===== src/rtl/usb_rx_line_decoder_if.sv =====
// Line-side and bit-timer-side signals of the USB RX line decoder.
// stuff_error exists only when USB_RX_STUFF_ERR_EN is defined.
interface usb_rx_line_decoder_if;
  logic d_plus_in;
  logic d_minus_in;
  logic shift_enable;
  logic d_edge;
  logic d_orig;
  logic bit_valid;
  logic invalid_bit;
  logic eop;
  logic rx_active;
`ifdef USB_RX_STUFF_ERR_EN
  logic stuff_error;
`endif

  modport master (
    output d_plus_in, d_minus_in, shift_enable,
`ifdef USB_RX_STUFF_ERR_EN
    input  stuff_error,
`endif
    input  d_edge, d_orig, bit_valid, invalid_bit, eop, rx_active
  );

  modport slave (
    input  d_plus_in, d_minus_in, shift_enable,
`ifdef USB_RX_STUFF_ERR_EN
    output stuff_error,
`endif
    output d_edge, d_orig, bit_valid, invalid_bit, eop, rx_active
  );
endinterface


===== src/rtl/usb_rx_line_decoder.sv =====
// USB RX front end: D+/D- synchroniser, start-edge detect, NRZI decode, bit-stuff strip, SE0 EOP.
// Optional macro USB_RX_STUFF_ERR_EN adds stuff_error and aborts the packet on a stuff violation.
module usb_rx_line_decoder #(
  parameter int SYNC_STAGES = 2,
  parameter int STUFF_LEN   = 6
) (
  input  logic                  clk,
  input  logic                  rst,
  usb_rx_line_decoder_if.slave  bus
);
  localparam int CW = $clog2(STUFF_LEN + 1);

  typedef enum logic [1:0] {S_IDLE, S_RECV, S_EOP1, S_EOP2} state_t;

  state_t                 r_state, w_state_nxt;
  logic [SYNC_STAGES-1:0] r_sp_sync, r_sm_sync;
  logic                   r_sp_prev, r_d_edge, r_d_orig, r_bit_valid, r_invalid_bit;
  logic                   r_eop, r_rx_active, r_prev_line;
  logic [CW-1:0]          r_ones_cnt;

  logic                   w_sp, w_sm, w_se0, w_bit, w_decode;
  logic                   w_d_orig_nxt, w_bit_valid_nxt, w_invalid_nxt;
  logic                   w_eop_nxt, w_rx_active_nxt, w_prev_nxt;
  logic [CW-1:0]          w_ones_nxt;
`ifdef USB_RX_STUFF_ERR_EN
  logic                   r_stuff_error, w_stuff_error_nxt;
`endif

  assign w_sp  = r_sp_sync[SYNC_STAGES-1];
  assign w_sm  = r_sm_sync[SYNC_STAGES-1];
  assign w_se0 = ~w_sp & ~w_sm;
  assign w_bit = ~(w_sp ^ r_prev_line);

  // Chains reset to idle J so a quiet line produces no edge after reset.
  always_ff @(posedge clk or posedge rst) begin
    if (rst) begin
      r_sp_sync <= '1;
      r_sm_sync <= '0;
      r_sp_prev <= 1'b1;
      r_d_edge  <= 1'b0;
    end else begin
      r_sp_sync <= {r_sp_sync[SYNC_STAGES-2:0], bus.d_plus_in};
      r_sm_sync <= {r_sm_sync[SYNC_STAGES-2:0], bus.d_minus_in};
      r_sp_prev <= w_sp;
      r_d_edge  <= w_sp ^ r_sp_prev;
    end
  end

  always_ff @(posedge clk or posedge rst) begin
    if (rst) begin
      r_state       <= S_IDLE;
      r_d_orig      <= 1'b1;
      r_bit_valid   <= 1'b0;
      r_invalid_bit <= 1'b0;
      r_eop         <= 1'b0;
      r_rx_active   <= 1'b0;
      r_prev_line   <= 1'b1;
      r_ones_cnt    <= '0;
`ifdef USB_RX_STUFF_ERR_EN
      r_stuff_error <= 1'b0;
`endif
    end else begin
      r_state       <= w_state_nxt;
      r_d_orig      <= w_d_orig_nxt;
      r_bit_valid   <= w_bit_valid_nxt;
      r_invalid_bit <= w_invalid_nxt;
      r_eop         <= w_eop_nxt;
      r_rx_active   <= w_rx_active_nxt;
      r_prev_line   <= w_prev_nxt;
      r_ones_cnt    <= w_ones_nxt;
`ifdef USB_RX_STUFF_ERR_EN
      r_stuff_error <= w_stuff_error_nxt;
`endif
    end
  end

  always_comb begin
    w_state_nxt     = r_state;
    w_d_orig_nxt    = r_d_orig;
    w_bit_valid_nxt = 1'b0;
    w_invalid_nxt   = 1'b0;
    w_eop_nxt       = r_eop;
    w_rx_active_nxt = r_rx_active;
    w_prev_nxt      = r_prev_line;
    w_ones_nxt      = r_ones_cnt;
    w_decode        = 1'b0;
`ifdef USB_RX_STUFF_ERR_EN
    w_stuff_error_nxt = 1'b0;
`endif
    case (r_state)
      // shift_enable is ignored here, so an edge coinciding with a strobe takes no sample.
      S_IDLE: if (r_d_edge) begin
        w_state_nxt     = S_RECV;
        w_rx_active_nxt = 1'b1;
        w_ones_nxt      = '0;
        w_prev_nxt      = 1'b1;
      end
      S_RECV: if (bus.shift_enable) begin
        if (w_se0) begin
          w_state_nxt = S_EOP1;
          w_prev_nxt  = w_sp;
        end else begin
          w_decode = 1'b1;
        end
      end
      S_EOP1: if (bus.shift_enable) begin
        if (w_se0) begin
          w_state_nxt = S_EOP2;
          w_eop_nxt   = 1'b1;
          w_prev_nxt  = w_sp;
        end else begin
          w_state_nxt = S_RECV;
          w_decode    = 1'b1;
        end
      end
      S_EOP2: if (bus.shift_enable) begin
        w_state_nxt     = S_IDLE;
        w_eop_nxt       = 1'b0;
        w_rx_active_nxt = 1'b0;
        w_ones_nxt      = '0;
        w_prev_nxt      = 1'b1;
      end
      default: w_state_nxt = S_IDLE;
    endcase

    if (w_decode) begin
      w_prev_nxt = w_sp;
      if (r_ones_cnt == CW'(STUFF_LEN)) begin
        w_invalid_nxt = 1'b1;
        w_ones_nxt    = '0;
`ifdef USB_RX_STUFF_ERR_EN
        // A 1 where a stuffed 0 belongs cannot be legal traffic: abort the packet.
        if (w_bit) begin
          w_stuff_error_nxt = 1'b1;
          w_state_nxt       = S_IDLE;
          w_rx_active_nxt   = 1'b0;
          w_prev_nxt        = 1'b1;
        end
`endif
      end else begin
        w_d_orig_nxt    = w_bit;
        w_bit_valid_nxt = 1'b1;
        w_ones_nxt      = w_bit ? CW'(r_ones_cnt + 1'b1) : '0;
      end
    end
  end

  assign bus.d_edge      = r_d_edge;
  assign bus.d_orig      = r_d_orig;
  assign bus.bit_valid   = r_bit_valid;
  assign bus.invalid_bit = r_invalid_bit;
  assign bus.eop         = r_eop;
  assign bus.rx_active   = r_rx_active;
`ifdef USB_RX_STUFF_ERR_EN
  assign bus.stuff_error = r_stuff_error;
`endif
endmodule


===== src/flat_wrapper.sv =====
// flat-port wrapper written by rule: the top's interface ports become plain ports
module usb_rx_line_decoder_flat 
#(
  parameter int SYNC_STAGES = 2,
  parameter int STUFF_LEN   = 6
)
  (clk, rst, bus_d_plus_in, bus_d_minus_in, bus_shift_enable, bus_d_edge, bus_d_orig, bus_bit_valid, bus_invalid_bit, bus_eop, bus_rx_active);
  usb_rx_line_decoder_if bus_i ();
  input  logic clk;
  input  logic rst;
  input wire logic [$bits(bus_i.d_plus_in)-1:0] bus_d_plus_in;
  input wire logic [$bits(bus_i.d_minus_in)-1:0] bus_d_minus_in;
  input wire logic [$bits(bus_i.shift_enable)-1:0] bus_shift_enable;
  output wire logic [$bits(bus_i.d_edge)-1:0] bus_d_edge;
  output wire logic [$bits(bus_i.d_orig)-1:0] bus_d_orig;
  output wire logic [$bits(bus_i.bit_valid)-1:0] bus_bit_valid;
  output wire logic [$bits(bus_i.invalid_bit)-1:0] bus_invalid_bit;
  output wire logic [$bits(bus_i.eop)-1:0] bus_eop;
  output wire logic [$bits(bus_i.rx_active)-1:0] bus_rx_active;
  assign bus_i.d_plus_in = bus_d_plus_in;
  assign bus_i.d_minus_in = bus_d_minus_in;
  assign bus_i.shift_enable = bus_shift_enable;
  assign bus_d_edge = bus_i.d_edge;
  assign bus_d_orig = bus_i.d_orig;
  assign bus_bit_valid = bus_i.bit_valid;
  assign bus_invalid_bit = bus_i.invalid_bit;
  assign bus_eop = bus_i.eop;
  assign bus_rx_active = bus_i.rx_active;
  usb_rx_line_decoder #(.SYNC_STAGES(SYNC_STAGES), .STUFF_LEN(STUFF_LEN)) u_core (.clk(clk), .rst(rst), .bus(bus_i));
endmodule

===== config.mk =====
export PLATFORM = sky130hd
export DESIGN_NAME = usb_rx_line_decoder_flat
export DESIGN_NICKNAME = d
export VERILOG_FILES = /design/src/rtl/usb_rx_line_decoder_if.sv /design/src/rtl/usb_rx_line_decoder.sv /design/src/flat_wrapper.sv
export SDC_FILE = /design/constraint.sdc
export NUM_CORES = 1
export LEC_CHECK = 0
export ABC_AREA = 0
export BUFFER_PORTS_ARGS = -buffer_cell sky130_fd_sc_hd__clkbuf_2
export CAP_MARGIN = 20
export CORE_MARGIN = 2
export CORE_UTILIZATION = 45
export CTS_BUF_LIST = sky130_fd_sc_hd__clkbuf_4 sky130_fd_sc_hd__clkbuf_8 sky130_fd_sc_hd__clkbuf_16
export CTS_CLUSTER_DIAMETER = 200
export DETAILED_ROUTE_END_ITERATION = 8
export GPL_ROUTABILITY_DRIVEN = 1
export PLACE_DENSITY = 0.75
export SKIP_LAST_GASP = 1
export SLEW_MARGIN = 20
export SYNTH_ARGS = -nofsm -noshare
export SYNTH_HDL_FRONTEND = slang
export SYNTH_SLANG_ARGS = --single-unit

===== constraint.sdc =====
create_clock -name clk -period 5.6 [get_ports clk]
set_input_delay 0.84 -clock clk [delete_from_list [all_inputs] [get_ports clk]]
set_output_delay 0.84 -clock clk [all_outputs]
set_load 0.03 [all_outputs]

==> results of run 1 <==
-- power groups by stage --
stage	Sequential, mW	Clock [mW]	Combinational [mW]
after floorplan	0.206	0	0.125
after global placement	0.182	0	0.188
after detailed placement	0.184	0	0.193
after CTS	0.182	0.0699	0.194
after global routing	0.186	0.0748	0.216
final	0.181	0.0665	0.191
-- critical path: stages (launching register included) --
cell,delay (ns)
dfrtp_1,0.48
inv_1,0.13
ha_1,0.33
o21ba_2,0.21
a211o_1,0.31
or2_4,0.25
o311ai_2,0.20
-- sequential cells by signal, summed over array words and instances, names as in the netlist --
register and count:
u_core.r_sp_prev 1, u_core.r_sm_sync 2, u_core.bus.d_orig 1, u_core.bus.rx_active 1
u_core.r_state 2, u_core.bus.d_edge 1, u_core.r_ones_cnt 3, u_core.r_sp_sync 2
u_core.bus.eop 1, u_core.bus.invalid_bit 1, u_core.bus.bit_valid 1, u_core.r_prev_line 1
-- routing by layer --
| metal | part of all wire | global-route usage | vias to the layer above |
|---|---|---|---|
| li1 | - | - | 275 |
| met1 | 0.43 | 0.149 | 252 |
| met2 | 0.51 | 0.225 | 12 |
| met3 | 0.038 | 0.0231 | 2 |
| met4 | 0.018 | 0.0667 | 0 |
| met5 | 0 | 0 | - |
-- cell type report --
class	instances	area, µm²
fill	164	787
clock buffer	4	30.0
timing repair buffer	10	50.0
inverter	7	26.3
sequential	17	432
multi-input combinational	48	370
tap	25	31.3
-- Yosys cell counts --
library cell / number / area, µm²
dfstp_2: 5 / 131
nand4_1: 1 / 6.26
inv_1: 7 / 26.3
mux2i_1: 2 / 20.0
nand4bb_1: 1 / 11.3
o2bb2ai_1: 1 / 8.76
nor3b_1: 1 / 7.51
nand2_1: 6 / 22.5
nor2_1: 3 / 11.3
o32a_1: 1 / 10.0
dfrtp_1: 12 / 300
o21ba_2: 2 / 20.0
xor2_1: 1 / 8.76
a21oi_1: 2 / 10.0
nor2b_1: 3 / 18.8
a21o_1: 1 / 7.51
o311ai_2: 1 / 16.3
nor3_1: 1 / 5.00
ha_1: 9 / 113
or2_4: 1 / 8.76
o21ai_0: 7 / 35.0
nor2_2: 1 / 6.26
xnor2_1: 1 / 8.76
a211o_1: 1 / 8.76
a31oi_1: 1 / 6.26
-- logic make-up (layout without fill, tap and decap cells) --
kind of cell,count (synthesis),after routing,synth area share
xor+xnor,2,2,0.0212
simple gates,18,18,0.118
fa+ha+maj,9,9,0.136
buf+inv,7,21,0.0317
mux,2,2,0.0242
compound gates,17,17,0.148
flops,17,17,0.521
-- per-stage QoR --
stage / std cells / hold WS [ns]
floorplan: 72 / 0.331
global route: 111 / 0.364
CTS: 111 / 0.361
detailed placement: 107 / 0.347
global placement: 107 / 0.334
finish: 111 / 0.358
-- worst paths after layout --
path	to	slack, ns
setup / recovery	u_core.r_ones_cnt[2]	3.60
max in group asynchronous	u_core.r_sm_sync[1]	4.60
setup reg to reg	u_core.r_ones_cnt[2]	3.60
min in group asynchronous	u_core.r_ones_cnt[1]	0.60
hold / removal	u_core.r_sp_sync[1]	0.36
hold reg to reg	u_core.r_sp_sync[1]	0.36
-- cells in the final DEF (no fill, tap or decap) --
cell,Yosys,routed
dfrtp_1,12,12
clkbuf_2,0,10
ha_1,9,9
inv_1,7,7
o21ai_0,7,7
nand2_1,6,6
dfstp_2,5,5
clkbuf_4,0,4
nor2b_1,3,3
nor2_1,3,3
o21ba_2,2,2
mux2i_1,2,2
a21oi_1,2,2
o32a_1,1,1
nor2_2,1,1
nor3b_1,1,1
xnor2_1,1,1
nand4bb_1,1,1
xor2_1,1,1
nor3_1,1,1
a211o_1,1,1
or2_4,1,1
nand4_1,1,1
o311ai_2,1,1
o2bb2ai_1,1,1
a31oi_1,1,1
a21o_1,1,1
==> out/results.tsv, run 1 <==
stage	metric	value	unit
status	status	finished clean	
sta	tns	0	ns
clock_tree	htree_levels	1	
sta	worst_pin_slew	0.616	ns
setup_path	worstPathRequired	5.79	ns
synthesis	avgSynthCellArea	11.5	µm²
final_layout	area_delta_synth_final	13.4	%
clock_tree	numCtsBuffers	3	
global_routing	antenna_found_initial	0	
sta	relSlewSlack	0.589	
hold_path	hp-start	u_core.r_sp_sync[0]	
detailed_routing	drt-wirelength-per-cell	11.4	µm
placed_design	dpl_cell_area	910	µm²
power	clock_power_share	0.151	
detailed_routing	drc	0	
power	p_total	0.439	mW
sta	fmax	500	MHz
power	power_frac_seq	0.413	
sta	fin_crit_sh	0.357	
global_routing	grt_pass1_vias	470	
final_layout	final_util	0.544	
detailed_routing	first_iter_violations	5	
die	initial_core_util	0.480	
die	dieHeight	46.9	µm
sta	rsz0062_at_grt	no	
placed_design	detailed_place_hpwl	967	µm
power	switching_power	0.172	mW
final_layout	fin_area	940	µm²
power	ir_worst_vdd	271	µV
clock_tree	clock-sinks	17	
power	power.share.switching	0.392	
sta	setup_viol	0	
detailed_routing	num_vias	541	
synthesis	synth_cell_types	25	
power	power_leakage	0.443	nW
setup_path	critPathKind	register to register	
setup_path	cp-start-kind	register	
die	die_w	46.9	µm
clock_tree	cts_tree	built	
synthesis	syn_nets	86	
sta	hold_viol	0	
final_layout	drive_above_1_share	0.279	
sta	skew	0.00621	ns
synthesis	ys_seq_elements	17	
setup_path	r2r_start	u_core.r_state[1]	
power	internal_power	0.267	mW
setup_path	setup.worst_path.start	u_core.r_state[1]	
setup_path	arrival	2.19	ns
sta	setup_ws	3.60	ns
final_layout	nets	101	
placed_design	io_buffers	10	
global_routing	grt_use_total	0.128	
power	p_per_area	467	mW/mm²
synthesis	syn_inst	72	
synthesis	ys_seq_area_frac	0.521	
sta	period_minus_slack	2.00	ns
placed_design	post-place-ws	3.61	ns
synthesis	synth_warnings	0	
clock_tree	cts_buffer_depth	2	
detailed_routing	wl	1270	µm
synthesis	synth_area	828	µm²
detailed_routing	ant_nets	0	
global_routing	gr-total-overflow	0	
die	core_area	0.00173	mm²
clock_tree	clk_pin_slew	0.09	ns
clock_tree	cts_setup_buffers	0	
clock_tree	clock-root-buffer	clkbuf_4	
global_routing	grt_max_degree	18	
detailed_routing	viasPerCell	4.87	
setup_path	end_kind	register	
die	io-pin-count	11	
clock_tree	clk_latency	0.28	ns
global_routing	grt_pass1_wl	1930	µm
sta	slew_violations	0	
hold_path	min_path_cells	0	
clock_tree	cts_resized	0	
die	row_count	15	
job	maxCapViolations	0	
final_layout	antenna_cells	0	
placed_design	gp_congestion	0.857	
setup_path	reg2regPathDepth	6	
setup_path	worstPathMaxFanout	7	
detailed_routing	dr.pass1.iters	4	
die	die-area	0.00220	mm²
clock_tree	cts_hold_repair.buffers	0	
power	pwr-share-comb	0.436	
hold_path	hp-class	register to register	
Note: power is estimated with default switching activity, not from simulation.
==> inputs of run 2 (changes only) <==
--- a/config.mk
+++ b/config.mk
@@ -5,7 +5,7 @@
 export SDC_FILE = /design/constraint.sdc
 export NUM_CORES = 1
 export LEC_CHECK = 0
-export ABC_AREA = 0
+export ABC_AREA = 1
 export BUFFER_PORTS_ARGS = -buffer_cell sky130_fd_sc_hd__clkbuf_2
 export CAP_MARGIN = 20
 export CORE_MARGIN = 2
@@ -14,7 +14,7 @@
 export CTS_CLUSTER_DIAMETER = 200
 export DETAILED_ROUTE_END_ITERATION = 8
 export GPL_ROUTABILITY_DRIVEN = 1
-export PLACE_DENSITY = 0.75
+export PLACE_DENSITY = 0.77
 export SKIP_LAST_GASP = 1
 export SLEW_MARGIN = 20
 export SYNTH_ARGS = -nofsm -noshare
==> constraint.sdc (replaced) <==
create_clock -name clk -period 1.66 [get_ports clk]
set_input_delay 0.249 -clock clk [delete_from_list [all_inputs] [get_ports clk]]
set_output_delay 0.249 -clock clk [all_outputs]
set_load 0.03 [all_outputs]
==> out/results.tsv, run 2 <==
stage	metric	value	unit	change
status	status	finished with violations		
status	violations	negative hold slack		
detailed_routing	drt-wirelength-per-cell	10.2	µm	-11%
hold_path	hp-class	primary input to async pin		
synthesis	syn_nets	117		+36%
sta	fin_crit_sh	0.900		+0.544
die	die-area	0.00240	mm²	+9.2%
synthesis	synth_warnings	0		unchanged
final_layout	top_register	u_core.r_ones_cnt		
global_routing	grt_pass1_wl	2640	µm	+37%
setup_path	cp-start-kind	register		
detailed_routing	drc	0		unchanged
placed_design	gp_congestion	0.830		-3.2%
setup_path	worstPathRequired	1.85	ns	-3.94 ns
setup_path	r2r_setup_slack	0.17	ns	-3.44 ns
final_layout	largest_reg_flops	3		unchanged
clock_tree	cts_tree	built		
synthesis	ys_seq_elements	17		unchanged
sta	period_minus_slack	1.49	ns	-0.504 ns
synthesis	synth_cell_types	18		-28%
sta	tns	0	ns	unchanged
power	power_leakage	0.550	nW	+24%
synthesis	yosysTopAreaCell	dfrtp_1		
global_routing	grt_max_degree	18		unchanged
global_routing	grt_pass1_vias	636		+35%
setup_path	end_kind	register		
global_routing	grt.met2_usage	0.258		+0.0333
final_layout	final_common_cell	nand2_1		
clock_tree	clk_pin_slew	0.09	ns	about the same
final_layout	final_cell_mix	31 x nand2_1, 13 x inv_1, 10 x clkbuf_2, 10 x dfrtp_1, 9 x ha_1		
die	core_area	0.00194	mm²	+12%
setup_path	reg2regPathDepth	10		+4
sta	setup_viol	0		unchanged
setup_path	worstPathMaxFanout	6		-1
power	ir_worst_vdd	771	µV	+180%
synthesis	synth-edff-count	0		unchanged
die	io-pin-count	11		unchanged
synthesis	synth_ff_type	dfrtp_1		
final_layout	drive_above_1_share	0.274		-0.00557
power	p_total	1.72	mW	+290%
detailed_routing	ant_nets	0		unchanged
placed_design	io_buffers	10		unchanged
sta	fmax	669	MHz	+34%
synthesis	synthTopCellsByCount	31 x nand2_1, 13 x inv_1, 12 x dfrtp_1		
detailed_routing	viasPerCell	4.76		-2.4%
placed_design	detailed_place_hpwl	1180	µm	+22%
setup_path	r2r_start	u_core.r_state[0]		
sta	hold_viol	12		+12
global_routing	met1_usage	0.161		+0.0123
detailed_routing	first_iter_violations	10		+5
die	initial_core_util	0.470		-0.00999
die	row_count	16		+1
sta	slew_violations	0		unchanged
detailed_routing	num_vias	685		+27%
final_layout	nFillCells	185		+13%
clock_tree	numCtsBuffers	3		unchanged
global_routing	grt.busiest_layer	met2		
global_routing	antenna_found_initial	0		unchanged
synthesis	synth_top_area_frac	0.329		-0.0333
clock_tree	clk_latency	0.29	ns	about the same
setup_path	arrival	1.68	ns	-0.51 ns
detailed_routing	dr.pass1.iters	4		unchanged
job	maxCapViolations	0		unchanged
global_routing	grt_use_met3	0.0276		+0.00453
final_layout	area_delta_synth_final	12.8	%	
clock_tree	cts_setup_buffers	0		unchanged
clock_tree	clock-sinks	17		unchanged
final_layout	nets	132		+31%
synthesis	synthArstFlopShare	1.00		unchanged
detailed_routing	wl	1470	µm	+15%
synthesis	synth_area_leaders	dfrtp_1 33%, dfstp_2 14%, nand2_1 13%, ha_1 12%, inv_1 5.3%		
synthesis	ys_seq_area_frac	0.473		-0.0479
synthesis	avgSynthCellArea	8.86	µm²	-23%
final_layout	antenna_cells	0		unchanged
power	p_per_area	1670	mW/mm²	+260%
sta	skew	0.000943	ns	-0.00527 ns
global_routing	gr-total-overflow	0		unchanged
die	dieHeight	49.0	µm	+4.5%
die	die_w	49.0	µm	+4.5%
sta	worst_pin_slew	0.595	ns	-0.0212 ns
sta	rsz0062_at_grt	no		
setup_path	critPathKind	register to register		
synthesis	synth_area	912	µm²	+10%
global_routing	grt_use_total	0.144		+0.0152
clock_tree	cts_buffer_depth	2		unchanged
sta	relSlewSlack	0.603		+0.0141
synthesis	syn_inst	103		+43%
synthesis	yosysMostFrequentCell	nand2_1		
clock_tree	htree_levels	1		unchanged
clock_tree	clock-root-buffer	clkbuf_4		
sta	whs	-0.00943	ns	-0.368 ns
setup_path	regToRegEndpoint	u_core.r_ones_cnt[2]		
## run 2: cell types whose count changed after synthesis, sizes merged, moves of 3 or more
cell   delta
inv       +9
nand3     +7
nand2    +28
nor2b     -3
## run 2: critical path, cell delays in order, from the launching register on
cell and delay (ns):
dfrtp_2 0.45, inv_1 0.15, ha_1 0.27, nand2_1 0.08, inv_1 0.06, nand2_4 0.11
nand2_4 0.06, nand2_4 0.07, inv_2 0.04, nand2_1 0.06, nand2_1 0.04
## run 2: cells by family after synthesis
logic type,Yosys count,share of synthesized area
AOI/OAI and AO/OA,10,0.0768
xor gates and xnor gates,1,0.00960
adders and majority gates,9,0.123
buffers and inverters,16,0.0658
DFF,17,0.473
and+or+nand+nor,50,0.251
## run 2: cell type report
cell class / instances / area (µm²) / share of cell area
timing repair buffer: 10 / 50.0 / 0.0487
clock buffer: 4 / 30.0 / 0.0292
tap: 27 / 33.8 / 0.0328
inverter: 16 / 60.1 / 0.0584
sequential: 17 / 434 / 0.422
multi-input combinational: 70 / 420 / 0.409
## run 2: worst max-delay path by stage
stage	start	end	slack, ns
after floorplan	u_core.r_state[1]	u_core.r_ones_cnt[2]	0.28
after global placement	u_core.r_state[1]	u_core.r_ones_cnt[2]	0.22
after detailed placement	u_core.r_state[1]	u_core.r_ones_cnt[2]	0.11
after CTS	u_core.r_state[1]	u_core.r_ones_cnt[2]	0.1
after global routing	u_core.r_state[0]	u_core.r_ones_cnt[2]	0.04
final	u_core.r_state[0]	u_core.r_ones_cnt[2]	0.17
## run 2: repair_timing
action | CTS | global route
hold buffers | 0 | 0
endpoints found under the setup margin | 0 | 1
endpoints found under the hold margin | 0 | 0
resized for setup | 0 | 2
## run 2: stage by stage
stage | util | hold WS [ns] | cell area, µm² | instances | setup slack, ns
2_1_floorplan | - | 0.171 | 912 | 103 | 0.284
3_3_place_gp | 0.513 | 0.333 | 996 | 140 | 0.218
3_5_place_dp | 0.513 | 0.338 | 996 | 140 | 0.111
4_1_cts | 0.528 | 0.0181 | 1030 | 144 | 0.0997
5_1_grt | 0.530 | 0.0116 | 1030 | 144 | 0.0415
6_report | 0.530 | -0.00943 | 1030 | 144 | 0.165
## run 2: power by group
part           switching (mW)  leakage [nW]  internal, mW
clock network           0.125        0.0184         0.110
logic                   0.541         0.330         0.306
registers              0.0868         0.202         0.546
## run 2: layer usage
metal  vias up  part of all wire
li1        344                 -
met1       323              0.45
met2        13              0.50
met3         5             0.032
met4         0             0.023
met5         -                 0
==> inputs of run 3 (changes only) <==
--- a/config.mk
+++ b/config.mk
@@ -5,8 +5,7 @@
 export SDC_FILE = /design/constraint.sdc
 export NUM_CORES = 1
 export LEC_CHECK = 0
-export ABC_AREA = 1
-export BUFFER_PORTS_ARGS = -buffer_cell sky130_fd_sc_hd__clkbuf_2
+export BUFFER_PORTS_ARGS = -buffer_cell sky130_fd_sc_hd__buf_4
 export CAP_MARGIN = 20
 export CORE_MARGIN = 2
 export CORE_UTILIZATION = 45
==> out/results.tsv, run 3 (synthesis gave the netlist of run 1 again) <==
stage	metric	value	unit	change
status	status	finished with violations		
status	violations	negative setup slack		
die	row_count	15		-1
power	p_total	1.91	mW	+11%
sta	fin_crit_sh	1.02		+0.117
die	die-area	0.00220	mm²	-8.5%
setup_path	arrival	1.89	ns	+0.21 ns
die	initial_core_util	0.480		+0.00999
sta	fmax	592	MHz	-12%
final_layout	drive_above_1_share	0.455		+0.182
sta	relSlewSlack	0.592		-0.0106
detailed_routing	drc	0		unchanged
sta	slew_violations	0		unchanged
clock_tree	clk_pin_slew	0.10	ns	about the same
setup_path	worstPathRequired	1.86	ns	about the same
setup_path	cp-start-kind	register		
global_routing	gr-total-overflow	0		unchanged
setup_path	critPathKind	register to register		
sta	setup_ws	-0.0296	ns	-0.195 ns
sta	tns	-0.0296	ns	-0.0296 ns
global_routing	grt_pass1_vias	632		-0.63%
sta	hold_viol	0		-12
detailed_routing	dr.pass1.iters	4		unchanged
detailed_routing	num_vias	612		-11%
clock_tree	clock-sinks	17		unchanged
clock_tree	cts_buffer_depth	2		unchanged
power	power_leakage	0.534	nW	-2.9%
final_layout	fin_area	0.00112	mm²	+9.4%
die	io-pin-count	11		unchanged
final_layout	final_cell_mix	25 x buf_4, 12 x dfrtp_1, 7 x o21ai_0, 7 x ha_1, 6 x nand2_1		
clock_tree	htree_levels	1		unchanged
final_layout	area_delta_synth_final	35.8	%	
detailed_routing	first_iter_violations	8		-2
sta	worst_pin_slew	0.611	ns	+0.0158 ns
sta	rsz0062_at_grt	yes		
sta	period_minus_slack	1.69	ns	+0.195 ns
final_layout	top_register	u_core.r_ones_cnt		
detailed_routing	wl	1540	µm	+4.8%
placed_design	post-place-ws	-0.0827	ns	-0.194 ns
clock_tree	cts_tree	built		
setup_path	setup.worst_path.start	u_core.r_state[0]		
global_routing	grt_use_total	0.168		+0.0246
sta	setup_viol	1		+1
clock_tree	clk_latency	0.29	ns	about the same
detailed_routing	viasPerCell	4.86		+2.1%
die	core_area	0.00173	mm²	-11%
clock_tree	numCtsBuffers	3		unchanged
setup_path	path_buf_inv	1		-2
placed_design	dpl_cell_area	0.00103	mm²	+3.4%
placed_design	detailed_place_hpwl	1170	µm	-1.2%
setup_path	slowest_delay	0.42	ns	-0.03 ns
setup_path	path_cells	inv_2 -> ha_4 -> o21ba_4 -> a211o_1 -> or2_4 -> o311ai_4		
setup_path	cpLargestDelayFamily	compound AO/OA/AOI/OAI gates		
final_layout	final_common_cell	buf_4		
global_routing	grt_max_degree	18		unchanged
detailed_routing	drt-wirelength-per-cell	12.2	µm	+20%
final_layout	final_util	0.651		+0.122
placed_design	io_buffers	10		unchanged
setup_path	crit_slowest_cell	dfrtp_1		
power	ir_worst_vdd	1190	µV	+54%
detailed_routing	ant_nets	0		unchanged
die	dieHeight	46.9	µm	-4.3%
final_layout	nets	116		-12%
placed_design	gp_congestion	0.812		-2.1%
setup_path	r2r_start	u_core.r_state[0]		
global_routing	grt_pass1_wl	2550	µm	-3.6%
final_layout	largest_reg_flops	3		unchanged
global_routing	antenna_found_initial	0		unchanged
die	die_w	46.9	µm	-4.3%
clock_tree	clock-root-buffer	clkbuf_4		
hold_path	hp-class	primary input to async pin		
job	maxCapViolations	0		unchanged
power	p_per_area	1700	mW/mm²	+1.9%
final_layout	antenna_cells	0		unchanged
setup_path	worstPathMaxFanout	3		-3
final_layout	nFillCells	143		-23%
sta	skew	0.00897	ns	+0.00803 ns
setup_path	end_kind	register		
[run 3: cell types whose count changed in the layout (fill, tap and decap cells not counted), moves of 3 or more]
cell / previous run / this run
clkbuf_2: 10 / 0
nand2_4: 3 / 0
o21ai_1: 5 / 0
nand2_1: 31 / 6
nand3_1: 7 / 0
o21ai_0: 1 / 7
buf_4: 0 / 25
inv_1: 13 / 5
[run 3: final timing paths]
kind	endpoint	slack (ns)	depth (start not counted)
setup / recovery	u_core.r_ones_cnt[2]	-0.03	6
hold / removal	u_core.r_ones_cnt[0]	0.02	2
setup reg to reg	u_core.r_ones_cnt[2]	-0.03	6
hold reg to reg	u_core.r_sp_sync[1]	0.36	0
max in group asynchronous	u_core.r_state[0]	1.23	2
min in group clk	u_core.r_sp_sync[0]	0.07	1
[run 3: area by class of cell]
| cell class | count | area (µm²) | share of cell area |
|---|---|---|---|
| Sequential cell | 17 | 432 | 0.384 |
| Multi-Input combinational cell | 48 | 418 | 0.372 |
| Timing Repair Buffer | 25 | 188 | 0.167 |
| Tap cell | 25 | 31.3 | 0.0278 |
| Clock buffer | 4 | 30.0 | 0.0267 |
| Inverter | 7 | 26.3 | 0.0234 |
[run 3: what timing repair did]
action | in CTS | in global routing
hold endpoints to repair | 0 | 0
endpoints found under the setup margin | 4 | 5
pin swaps | 0 | 1
resized for setup | 2 | 5
hold buffers | 0 | 0
setup buffers | 3 | 1
cloned | 0 | 0
[run 3: where the power goes]
| part | total (mW) | internal (mW) | switching, mW |
|---|---|---|---|
| logic | 1.08 | 0.572 | 0.506 |
| registers | 0.598 | 0.531 | 0.0678 |
| clock network | 0.235 | 0.110 | 0.125 |
[run 3: layer usage]
layer	up-vias	part of all wire	wire length, µm	global-route usage
met5	-	0	0	0
met4	0	0.0091	14	0.0778
met3	4	0.047	73	0.0346
met2	15	0.53	818	0.293
met1	290	0.41	630	0.198
li1	303	-	-	-
[run 3: per-stage QoR]
stage                     hold WS, ns  instances
after floorplan                 0.171         72
after global placement          0.333        118
after detailed placement        0.352        118
after CTS                      0.0587        125
after global routing           0.0470        126
final                          0.0249        126
[run 3: worst register-to-register path: stages (launching register included)]
cell and delay (ns):
dfrtp_1 0.42, inv_2 0.09, ha_4 0.21, o21ba_4 0.19
a211o_1 0.24, or2_4 0.25, o311ai_4 0.21
